[src/rtl/ppc_types.sv]
// ----------------------------------------------------------------------------
// ppc_types
//   Shared types for the fixed-point writeback path.
//   - wb_result_t : one result record as produced by an execution unit and
//                   written to the GPR/CR file.
//   - wb_unit_e   : execution unit index. The order of the entries sets the
//                   requester index order seen by the writeback arbiter.
//   - WB_NUM_UNITS: number of fixed-point units that share the writeback port.
// ----------------------------------------------------------------------------
package ppc_types;

  typedef struct packed {
    logic [0:31] value;      // result value (big-endian bit numbering)
    logic [0:4]  addr;       // destination GPR
    logic        alter_reg;  // write value to GPR[addr]
    logic        alter_cr;   // write cr field
    logic [0:3]  cr;         // condition register field
  } wb_result_t;

  typedef enum logic [2:0] {
    WB_ADD_SUB = 3'd0,
    WB_MUL     = 3'd1,
    WB_DIV     = 3'd2,
    WB_LOG     = 3'd3,
    WB_ROT     = 3'd4,
    WB_CMP     = 3'd5,
    WB_SYS     = 3'd6,
    WB_TRAP    = 3'd7
  } wb_unit_e;

  localparam int WB_NUM_UNITS = 8;
  localparam int WB_RES_W     = $bits(wb_result_t);

endpackage

[src/rtl/rr_priority_picker.sv]
// ----------------------------------------------------------------------------
// rr_priority_picker
//   Combinational round-robin picker. Scans req_i starting at ptr_i and
//   wrapping at NUM_UNITS-1 -> 0; the first set bit wins.
//   Ports:
//     req_i   [NUM_UNITS]   request vector
//     ptr_i   [IDX_W]       index with highest priority (must be < NUM_UNITS)
//     grant_o [NUM_UNITS]   one-hot winner, zero when nothing requests
//     idx_o   [IDX_W]       binary index of the winner, 0 when nothing requests
//     any_o                 at least one request present
// ----------------------------------------------------------------------------
module rr_priority_picker #(
  parameter  int NUM_UNITS = 8,
  localparam int IDX_W     = (NUM_UNITS > 1) ? $clog2(NUM_UNITS) : 1
) (
  input  logic [NUM_UNITS-1:0] req_i,
  input  logic [IDX_W-1:0]     ptr_i,
  output logic [NUM_UNITS-1:0] grant_o,
  output logic [IDX_W-1:0]     idx_o,
  output logic                 any_o
);

  // One extra bit holds ptr + offset before the wrap, so the sum never
  // overflows and the wrap is an explicit subtraction rather than a modulo
  // that would only work for power-of-two unit counts.
  logic [IDX_W:0]   sum;
  logic [IDX_W-1:0] cand;
  logic             found;

  always_comb begin
    grant_o = '0;
    idx_o   = '0;
    found   = 1'b0;
    sum     = '0;
    cand    = '0;
    for (int k = 0; k < NUM_UNITS; k++) begin
      sum = {1'b0, ptr_i} + (IDX_W+1)'(k);
      if (sum >= (IDX_W+1)'(NUM_UNITS)) begin
        sum = sum - (IDX_W+1)'(NUM_UNITS);
      end
      cand = sum[IDX_W-1:0];
      if (!found && req_i[cand]) begin
        found         = 1'b1;
        idx_o         = cand;
        grant_o[cand] = 1'b1;
      end
    end
    any_o = found;
  end

endmodule

[src/rtl/writeback_arbiter.sv]
// ----------------------------------------------------------------------------
// writeback_arbiter
//   Round-robin arbiter that shares the single GPR/CR writeback port between
//   the fixed-point execution units. One grant per cycle into a single output
//   register; a result accepted in cycle N is presented in cycle N+1.
//   Ports:
//     clk          clock, rising edge
//     rst          synchronous reset, active-high (dominates flush)
//     flush        synchronous flush, active-high: drops the held result
//     req_valid    [NUM_UNITS]        unit i holds a result
//     req_ready    [NUM_UNITS]        unit i result taken this cycle (one-hot/0)
//     req_result   [NUM_UNITS*RES_W]  unit i record at [i*RES_W +: RES_W]
//     wb_valid                        output register holds a result
//     wb_ready                        register file takes wb_result
//     wb_result    [RES_W]            registered result record
//     wb_grant_id  [$clog2(NUM_UNITS)] unit that produced wb_result
//   req_ready is combinational from req_valid, wb_ready and internal state;
//   requesters must not make req_valid depend on req_ready.
// ----------------------------------------------------------------------------
module writeback_arbiter
  import ppc_types::*;
#(
  parameter int NUM_UNITS = WB_NUM_UNITS,
  parameter int RES_W     = $bits(wb_result_t)
) (
  input  logic                          clk,
  input  logic                          rst,
  input  logic                          flush,
  input  logic [NUM_UNITS-1:0]          req_valid,
  output logic [NUM_UNITS-1:0]          req_ready,
  input  logic [NUM_UNITS*RES_W-1:0]    req_result,
  output logic                          wb_valid,
  input  logic                          wb_ready,
  output logic [RES_W-1:0]              wb_result,
  output logic [$clog2(NUM_UNITS)-1:0]  wb_grant_id
);

  localparam int IDX_W = (NUM_UNITS > 1) ? $clog2(NUM_UNITS) : 1;

  logic                 load_en;
  logic [NUM_UNITS-1:0] pick_grant;
  logic [IDX_W-1:0]     pick_idx;
  logic                 pick_any;

  logic [IDX_W-1:0]     ptr_q,         ptr_d;
  logic                 wb_valid_q,    wb_valid_d;
  logic [RES_W-1:0]     wb_result_q,   wb_result_d;
  logic [IDX_W-1:0]     wb_grant_id_q, wb_grant_id_d;

  rr_priority_picker #(
    .NUM_UNITS (NUM_UNITS)
  ) u_picker (
    .req_i   (req_valid),
    .ptr_i   (ptr_q),
    .grant_o (pick_grant),
    .idx_o   (pick_idx),
    .any_o   (pick_any)
  );

  // NOTE: combinational logic uses blocking '=' and assigns every output a
  // default first, so no path leaves a signal unassigned and no latch is inferred.
  always_comb begin
    // The register can load when it is empty or being drained this cycle.
    // Reset and flush both suppress any grant so no record is consumed.
    load_en   = !rst && !flush && (!wb_valid_q || wb_ready);
    req_ready = load_en ? pick_grant : '0;

    ptr_d         = ptr_q;
    wb_valid_d    = wb_valid_q;
    wb_result_d   = wb_result_q;
    wb_grant_id_d = wb_grant_id_q;

    if (load_en) begin
      wb_valid_d = pick_any;
      if (pick_any) begin
        wb_result_d   = req_result[pick_idx*RES_W +: RES_W];
        wb_grant_id_d = pick_idx;
        // Winner drops to lowest priority; explicit wrap keeps the pointer
        // inside 0..NUM_UNITS-1 for any unit count.
        ptr_d = (pick_idx == IDX_W'(NUM_UNITS-1)) ? '0 : pick_idx + IDX_W'(1);
      end
    end else if (flush) begin
      // Flush discards the held record; the pointer keeps its position.
      wb_valid_d = 1'b0;
    end
  end

  // NOTE: state registers use non-blocking '<=' so every flop samples the
  // pre-edge values regardless of statement order. The payload register is
  // reset as well because its reset value of zero is visible on wb_result.
  always_ff @(posedge clk) begin
    if (rst) begin
      ptr_q         <= '0;
      wb_valid_q    <= 1'b0;
      wb_result_q   <= '0;
      wb_grant_id_q <= '0;
    end else begin
      ptr_q         <= ptr_d;
      wb_valid_q    <= wb_valid_d;
      wb_result_q   <= wb_result_d;
      wb_grant_id_q <= wb_grant_id_d;
    end
  end

  assign wb_valid    = wb_valid_q;
  assign wb_result   = wb_result_q;
  assign wb_grant_id = wb_grant_id_q;

endmodule

[config.mk]
export PLATFORM = sky130hd
export DESIGN_NAME = writeback_arbiter
export DESIGN_NICKNAME = d
export VERILOG_FILES = /design/src/rtl/ppc_types.sv /design/src/rtl/rr_priority_picker.sv /design/src/rtl/writeback_arbiter.sv
export SDC_FILE = /design/constraint.sdc
export NUM_CORES = 1
export LEC_CHECK = 0
export ABC_AREA = 1
export CAP_MARGIN = 10
export CORE_AREA = 2 2 158 160
export CTS_CLUSTER_SIZE = 24
export DETAILED_ROUTE_END_ITERATION = 8
export DIE_AREA = 0 0 160 162
export PLACE_DENSITY = 0.63
export REMOVE_ABC_BUFFERS = 1
export SYNTH_ARGS = -nofsm -noshare
export SYNTH_HDL_FRONTEND = slang
export SYNTH_SLANG_ARGS = --single-unit
[constraint.sdc]
create_clock -name clk -period 7.22 [get_ports clk]
set_input_delay 1.805 -clock clk [delete_from_list [all_inputs] [get_ports clk]]
set_output_delay 1.805 -clock clk [all_outputs]
set_load 0.1 [all_outputs]
==> results of run 1 <==
-- per-layer routing --
| layer | wire [µm] | vias to the layer above |
|---|---|---|
| li1 | - | 4827 |
| met1 | 14000 | 4376 |
| met2 | 16500 | 435 |
| met3 | 2470 | 55 |
| met4 | 1020 | 0 |
| met5 | 0 | - |
-- where the power goes --
| group | internal (mW) | switching (mW) |
|---|---|---|
| registers | 0.309 | 0.0208 |
| logic | 0.764 | 1.55 |
| clock network | 0.128 | 0.118 |
| total | 1.20 | 1.69 |
-- cell type report --
class	instances	area share
clock buffers	5	0.0114
multi-input cells	1012	0.446
inverters	75	0.0259
clock inverters	2	0.00126
well taps	324	0.0371
repair buffers	427	0.387
diodes	1	0.000229
flip-flops and latches	50	0.0915
-- through the flow --
stage                     instance area [µm²]  setup slack (ps)  hold WS [ps]  TNS, ps
final                                   10900              1190           547        0
after global routing                    10900               973           586        0
after CTS                               10900              1190           555        0
after detailed placement                10800              1200           533        0
after global placement                  10800              1210           533        0
after floorplan                          6100             -3630           649  -161520
-- placed cells by master (no fill, tap or decap), types with 2 or more instances in the layout --
master	Yosys	layout
nand3_1	498	497
clkdlybuf4s50_1	0	401
nand2_1	301	300
nor2_1	110	110
inv_1	70	69
dfxtp_1	50	50
buf_4	23	23
a21oi_1	19	19
nor3_1	17	17
o21ai_0	11	11
ha_1	8	8
inv_2	5	5
clkbuf_16	0	5
nand2_2	4	4
a221oi_1	4	4
o2111ai_1	4	4
o211ai_1	4	4
nand3_2	4	3
nor2_4	2	3
nand3_4	1	3
nor2_2	4	3
a211oi_1	3	3
o221ai_1	3	3
nand2_4	1	2
nand4_4	1	2
clkinv_2	0	2
buf_12	0	2
-- worst paths after layout --
check / endpoint / cells after the start / slack [ps] / from
max reg2reg: ptr_q[2]$_SDFFE_PP0P_ / 19 / 2510 / ptr_q[1]$_SDFFE_PP0P_
max: req_ready[7] / 13 / 1190 / req_valid[7]
min reg2reg: wb_grant_id[2]$_SDFFE_PP0P_ / 2 / 550 / wb_grant_id[2]$_SDFFE_PP0P_
min: wb_grant_id[2]$_SDFFE_PP0P_ / 2 / 550 / wb_grant_id[2]$_SDFFE_PP0P_
-- critical path: stages --
cell and delay (ps):
clkdlybuf4s50_1 460, nand2_1 110, nand3_1 100, nand3_1 180
nand2_4 130, nor2_4 160, nand4_4 150, nor2_8 170
nand3_4 150, inv_1 230, nand2_1 70, a21oi_1 180
buf_4 320
-- cells by family after synthesis --
family | Yosys count
DFF | 50
AOI/OAI and AO/OA | 54
adders and majority gates | 8
and+or+nand+nor | 948
buffers and inverters | 181
xor gates and xnor gates | 2
-- state kept, by name (all words and copies together) (netlist names) --
name	cells
ptr_q	3
wb_valid	1
wb_result	43
wb_grant_id	3
-- cells in the mapped netlist (4+ instances only) --
| library cell | count | area share |
|---|---|---|
| buf_1 | 8 | 0.0045 |
| inv_2 | 5 | 0.0028 |
| nor2_2 | 4 | 0.0037 |
| nand2_1 | 301 | 0.17 |
| nand3_2 | 4 | 0.0060 |
| a221oi_1 | 4 | 0.0052 |
| inv_1 | 70 | 0.039 |
| nand2_2 | 4 | 0.0037 |
| o211ai_1 | 4 | 0.0045 |
| buf_4 | 23 | 0.026 |
| o21ai_0 | 11 | 0.0082 |
| clkbuf_1 | 15 | 0.0084 |
| ha_1 | 8 | 0.015 |
| nor2_1 | 110 | 0.062 |
| nor3_1 | 17 | 0.013 |
| o2111ai_1 | 4 | 0.0052 |
| dfxtp_1 | 50 | 0.15 |
| a21oi_1 | 19 | 0.014 |
| nand3_1 | 498 | 0.37 |
| buf_2 | 57 | 0.043 |
==> flow_metrics.py, run 1 <==
metrics = {
    "min_path": {
        "min_path_type": "flop to flop",
    },
    "clock_tree": {
        "cts.sinks": 50,
        "cts_setup_buffers": 0,
        "clk_pin_slew_worst_paths_ps": 70,
        "cts_resized": 0,
        "cts_tree": "yes",
        "cts-root-buf": "clkbuf_16",
        "numCtsBuffers": 5,
        "htreeDepth": 2,
        "clock_latency_ps": 310,
        "cts_buffer_depth": 2,
        "cts_hold_buf": 0,
    },
    "placed_design": {
        "gp_congestion": 0.894,
        "portBuffers": 410,
        "dp_hpwl_um": 25100,
        "dp.cells": 1888,
    },
    "cells_and_area": {
        "synthToLayoutAreaGrowth_pct": 63.9,
        "post-route-util": 0.454,
        "fillers": 2612,
        "seq_area_um2": 1000,
        "final_nets": 1935,
        "drive_gt1_frac": 0.0426,
        "multiInputGateArea_um2": 4870,
        "fin_cells": 1896,
    },
    "sta": {
        "maxSlewViolCount": 0,
        "fmax_ghz": 0.166,
        "tightestPinTransition_ps": 1120,
        "hold_viol_final": 0,
        "fin_skew_ps": 10.8,
        "rsz0062_at_grt": "no",
        "setup_violations": 0,
        "maxSlewHeadroom": 0.253,
        "post-route-min-period_ps": 6030,
        "post-route-period-util": 0.836,
    },
    "detailed_routing": {
        "wl_per_cell_um": 17.9,
        "via_count": 9693,
        "avgViaCountPerCell": 5.11,
        "initialDrtViolationCount": 619,
        "postRouteAntennaNets": 0,
        "firstDrtPassIters": 5,
        "drt_wl_total_um": 34000,
        "drc": 0,
    },
    "power_and_ir_drop": {
        "power_leakage_nw": 4.77,
        "finalPower_mw": 2.89,
        "peakVddDrop_mv": 0.359,
        "power.density_nw_per_um2": 265,
    },
    "logic_synthesis": {
        "synth_area_per_cell_um2": 5.37,
        "syn_area_um2": 6670,
        "ys_async_sr_fraction": 0,
        "synth-compound-area-share": 0.0517,
        "synth_seq_cells": 50,
        "synth-edff-count": 0,
        "muxShareOfSynthArea": 0,
        "synth-main-ff-cell": "dfxtp_1",
        "synth-xor-area-share": 0.00487,
        "ys_warn_count": 0,
        "yosysSeqAreaShare": 0.150,
        "synth_top_family_by_area": "simple AND/OR/NAND/NOR gates",
        "ys_types": 39,
        "synthAdderAreaFrac": 0.0150,
        "netlist_instances": 1243,
        "synthSimpleGateAreaFrac": 0.650,
    },
    "global_routing": {
        "grt_pass1_vias": 9312,
        "antenna_found_initial": 1,
        "grt_overflow": 0,
        "grt_max_degree": 173,
        "gr-usage-met3": 0.0449,
        "gr-usage-met1": 0.321,
        "grt_first_pass_wirelength_um": 52600,
        "grt_busiest_layer": "met2",
        "grt_usage": 0.254,
        "met2_usage": 0.443,
    },
    "run": {
        "maxCapViolations": 0,
    },
    "floorplanning": {
        "die_area_um2": 25900,
        "start_util": 0.277,
        "io_pins": 411,
        "fp-row-count": 57,
        "coreArea_um2": 24100,
        "die_x_um": 160,
        "die_y_um": 162,
    },
    "setup_path": {
        "critPathRequiredTime_ps": 5410,
        "critPathCaptureType": "output port",
        "worstSetupPathType": "input pin to output port",
        "cp_max_fo": 8,
        "cp_data_arrival_time_ps": 4230,
        "startpoint_type": "input pin",
    },
    "status": {
        "status": "completed",
    },
}
(Power assumes the default switching activity.)
==> run 2: changes to the inputs <==
--- a/config.mk
+++ b/config.mk
@@ -7,11 +7,11 @@
 export LEC_CHECK = 0
 export ABC_AREA = 1
 export CAP_MARGIN = 10
-export CORE_AREA = 2 2 158 160
+export CORE_AREA = 2 2 159 161
 export CTS_CLUSTER_SIZE = 24
 export DETAILED_ROUTE_END_ITERATION = 8
-export DIE_AREA = 0 0 160 162
-export PLACE_DENSITY = 0.63
+export DIE_AREA = 0 0 161 163
+export PLACE_DENSITY = 0.65
 export REMOVE_ABC_BUFFERS = 1
 export SYNTH_ARGS = -nofsm -noshare
 export SYNTH_HDL_FRONTEND = slang
==> constraint.sdc (replaced) <==
create_clock -name clk -period 4.9 [get_ports clk]
set_input_delay 1.225 -clock clk [delete_from_list [all_inputs] [get_ports clk]]
set_output_delay 1.225 -clock clk [all_outputs]
set_load 0.1 [all_outputs]
==> flow_metrics.py, run 2 (synthesis results as in run 1) <==
metrics = {
    "status": {
        "status": "completed",
    },
    "sta": {
        "maxSlewHeadroom": 0.270,
        "maxSlewViolCount": 0,
        "setup_slack_ps": 142,
        "rsz0062_at_grt": "yes",
        "post-route-period-util": 0.971,
        "hold_viol_final": 0,
        "tightestPinTransition_ps": 1090,
        "post-route-min-period_ps": 4760,
        "setup_violations": 0,
        "fmax_ghz": 0.210,
        "fin_skew_ps": 10.7,
    },
    "setup_path": {
        "critPathRequiredTime_ps": 3670,
        "critPathCaptureType": "output port",
        "worstSetupPathType": "input pin to output port",
        "cp_data_arrival_time_ps": 3530,
        "r2r-start": "ptr_q[1]$_SDFFE_PP0P_",
        "cp_max_fo": 8,
        "startpoint_type": "input pin",
        "crit_path_start": "req_valid[7]",
    },
    "global_routing": {
        "grt_busiest_layer": "met2",
        "gr-usage-met3": 0.0469,
        "grt_overflow": 0,
        "antenna_found_initial": 2,
        "grt_max_degree": 111,
        "met2_usage": 0.428,
        "gr-usage-met1": 0.298,
        "grt_pass1_vias": 9297,
        "grt_usage": 0.245,
        "grt_first_pass_wirelength_um": 51000,
    },
    "clock_tree": {
        "cts_setup_buffers": 0,
        "clk_pin_slew_worst_paths_ps": 70,
        "htreeDepth": 2,
        "cts_buffer_depth": 2,
        "clock_latency_ps": 310,
        "numCtsBuffers": 5,
        "cts_tree": "yes",
        "cts_resized": 0,
        "cts_hold_buf": 0,
        "cts.sinks": 50,
        "cts-root-buf": "clkbuf_16",
    },
    "placed_design": {
        "pre_cts_slack_ps": 97.0,
        "dp_hpwl_um": 24800,
        "portBuffers": 410,
        "gp_congestion": 0.973,
        "place_area_um2": 11000,
    },
    "detailed_routing": {
        "via_count": 9867,
        "drc": 0,
        "initialDrtViolationCount": 608,
        "firstDrtPassIters": 5,
        "postRouteAntennaNets": 0,
        "wl_per_cell_um": 17.4,
        "avgViaCountPerCell": 5.16,
        "drt_wl_total_um": 33200,
    },
    "floorplanning": {
        "io_pins": 411,
        "start_util": 0.270,
        "die_y_um": 163,
        "fp-row-count": 58,
        "coreArea_um2": 24700,
        "die_area_um2": 26200,
        "die_x_um": 161,
    },
    "cells_and_area": {
        "fillers": 2639,
        "final_common_cell": "nand3_1",
        "largest_register_ff_count": 43,
        "design_area_um2": 11200,
        "drive_gt1_frac": 0.0531,
        "synthToLayoutAreaGrowth_pct": 68.4,
        "mostFrequentLayoutCells": "nand3_1 (496), clkdlybuf4s50_1 (401), nand2_1 (300), nor2_1 (108), inv_1 (68)",
        "final_nets": 1944,
    },
    "run": {
        "maxCapViolations": 0,
    },
    "power_and_ir_drop": {
        "finalPower_mw": 4.38,
        "power.density_nw_per_um2": 390,
        "power_leakage_nw": 4.86,
        "peakVddDrop_mv": 0.240,
    },
    "min_path": {
        "min_path_type": "flop to flop",
        "hp-start": "wb_grant_id[0]$_SDFFE_PP0P_",
    },
}
run 2: cell types whose count changed in the layout (fill, tap and decap cells not counted), moves of 2 or more:
cell,previous run,this run
nor2_2,3,5
clkbuf_8,0,2
a21oi_2,0,2
buf_12,2,16
nor2_1,110,108
buf_4,23,18
a21oi_1,19,17
run 2: stage by stage:
stage / instances / TNS, ps / hold WS [ps] / util
4_1_cts: 1911 / 0 / 552 / 0.454
3_5_place_dp: 1903 / 0 / 530 / 0.448
2_1_floorplan: 1137 / -266560 / 649 / -
3_3_place_gp: 1903 / 0 / 521 / 0.448
5_1_grt: 1913 / -51.0 / 606 / 0.455
6_report: 1913 / 0 / 548 / 0.455
run 2: area by class of cell:
cell class	instances	area, µm²	area share
clock buffer	7	153	0.0136
antenna	2	5.00	0.000445
multi-input combinational	1012	4900	0.436
clock inverter	1	8.76	0.000779
tap	330	413	0.0367
inverter	75	287	0.0255
sequential	50	1000	0.0891
timing repair buffer	436	4470	0.398
run 2: path summary, 6_finish.rpt:
kind | endpoint | slack (ps) | cells past startpoint
setup / recovery | req_ready[1] | 140 | 13
hold / removal | wb_grant_id[0]$_SDFFE_PP0P_ | 550 | 2
setup reg to reg | wb_result[16]$_SDFFE_PP0P_ | 950 | 19
hold reg to reg | wb_grant_id[0]$_SDFFE_PP0P_ | 550 | 2
run 2: power breakdown:
group / leakage [nW] / total, mW / switching, mW / internal [mW]
Sequential: 0.412 / 0.489 / 0.0336 / 0.455
Clock: 0.0801 / 0.402 / 0.183 / 0.219
Combinational: 4.37 / 3.49 / 2.30 / 1.19
Total: 4.86 / 4.38 / 2.52 / 1.87
run 2: worst max-delay path: stages:
cell             delay [ps]
clkdlybuf4s50_1         460
nand2_1                 110
nand3_1                 120
nand3_2                 140
nand2_4                 120
nor2_4                  160
nand4_4                 150
nor2_8                  170
nand2_2                 160
o2111ai_1               230
a21oi_1                  70
nor2_1                  190
buf_12                  210
run 2: metal layers:
layer / up-vias / share of wire
li1: 4855 / -
met1: 4501 / 0.40
met2: 445 / 0.49
met3: 66 / 0.073
met4: 0 / 0.034
met5: - / 0
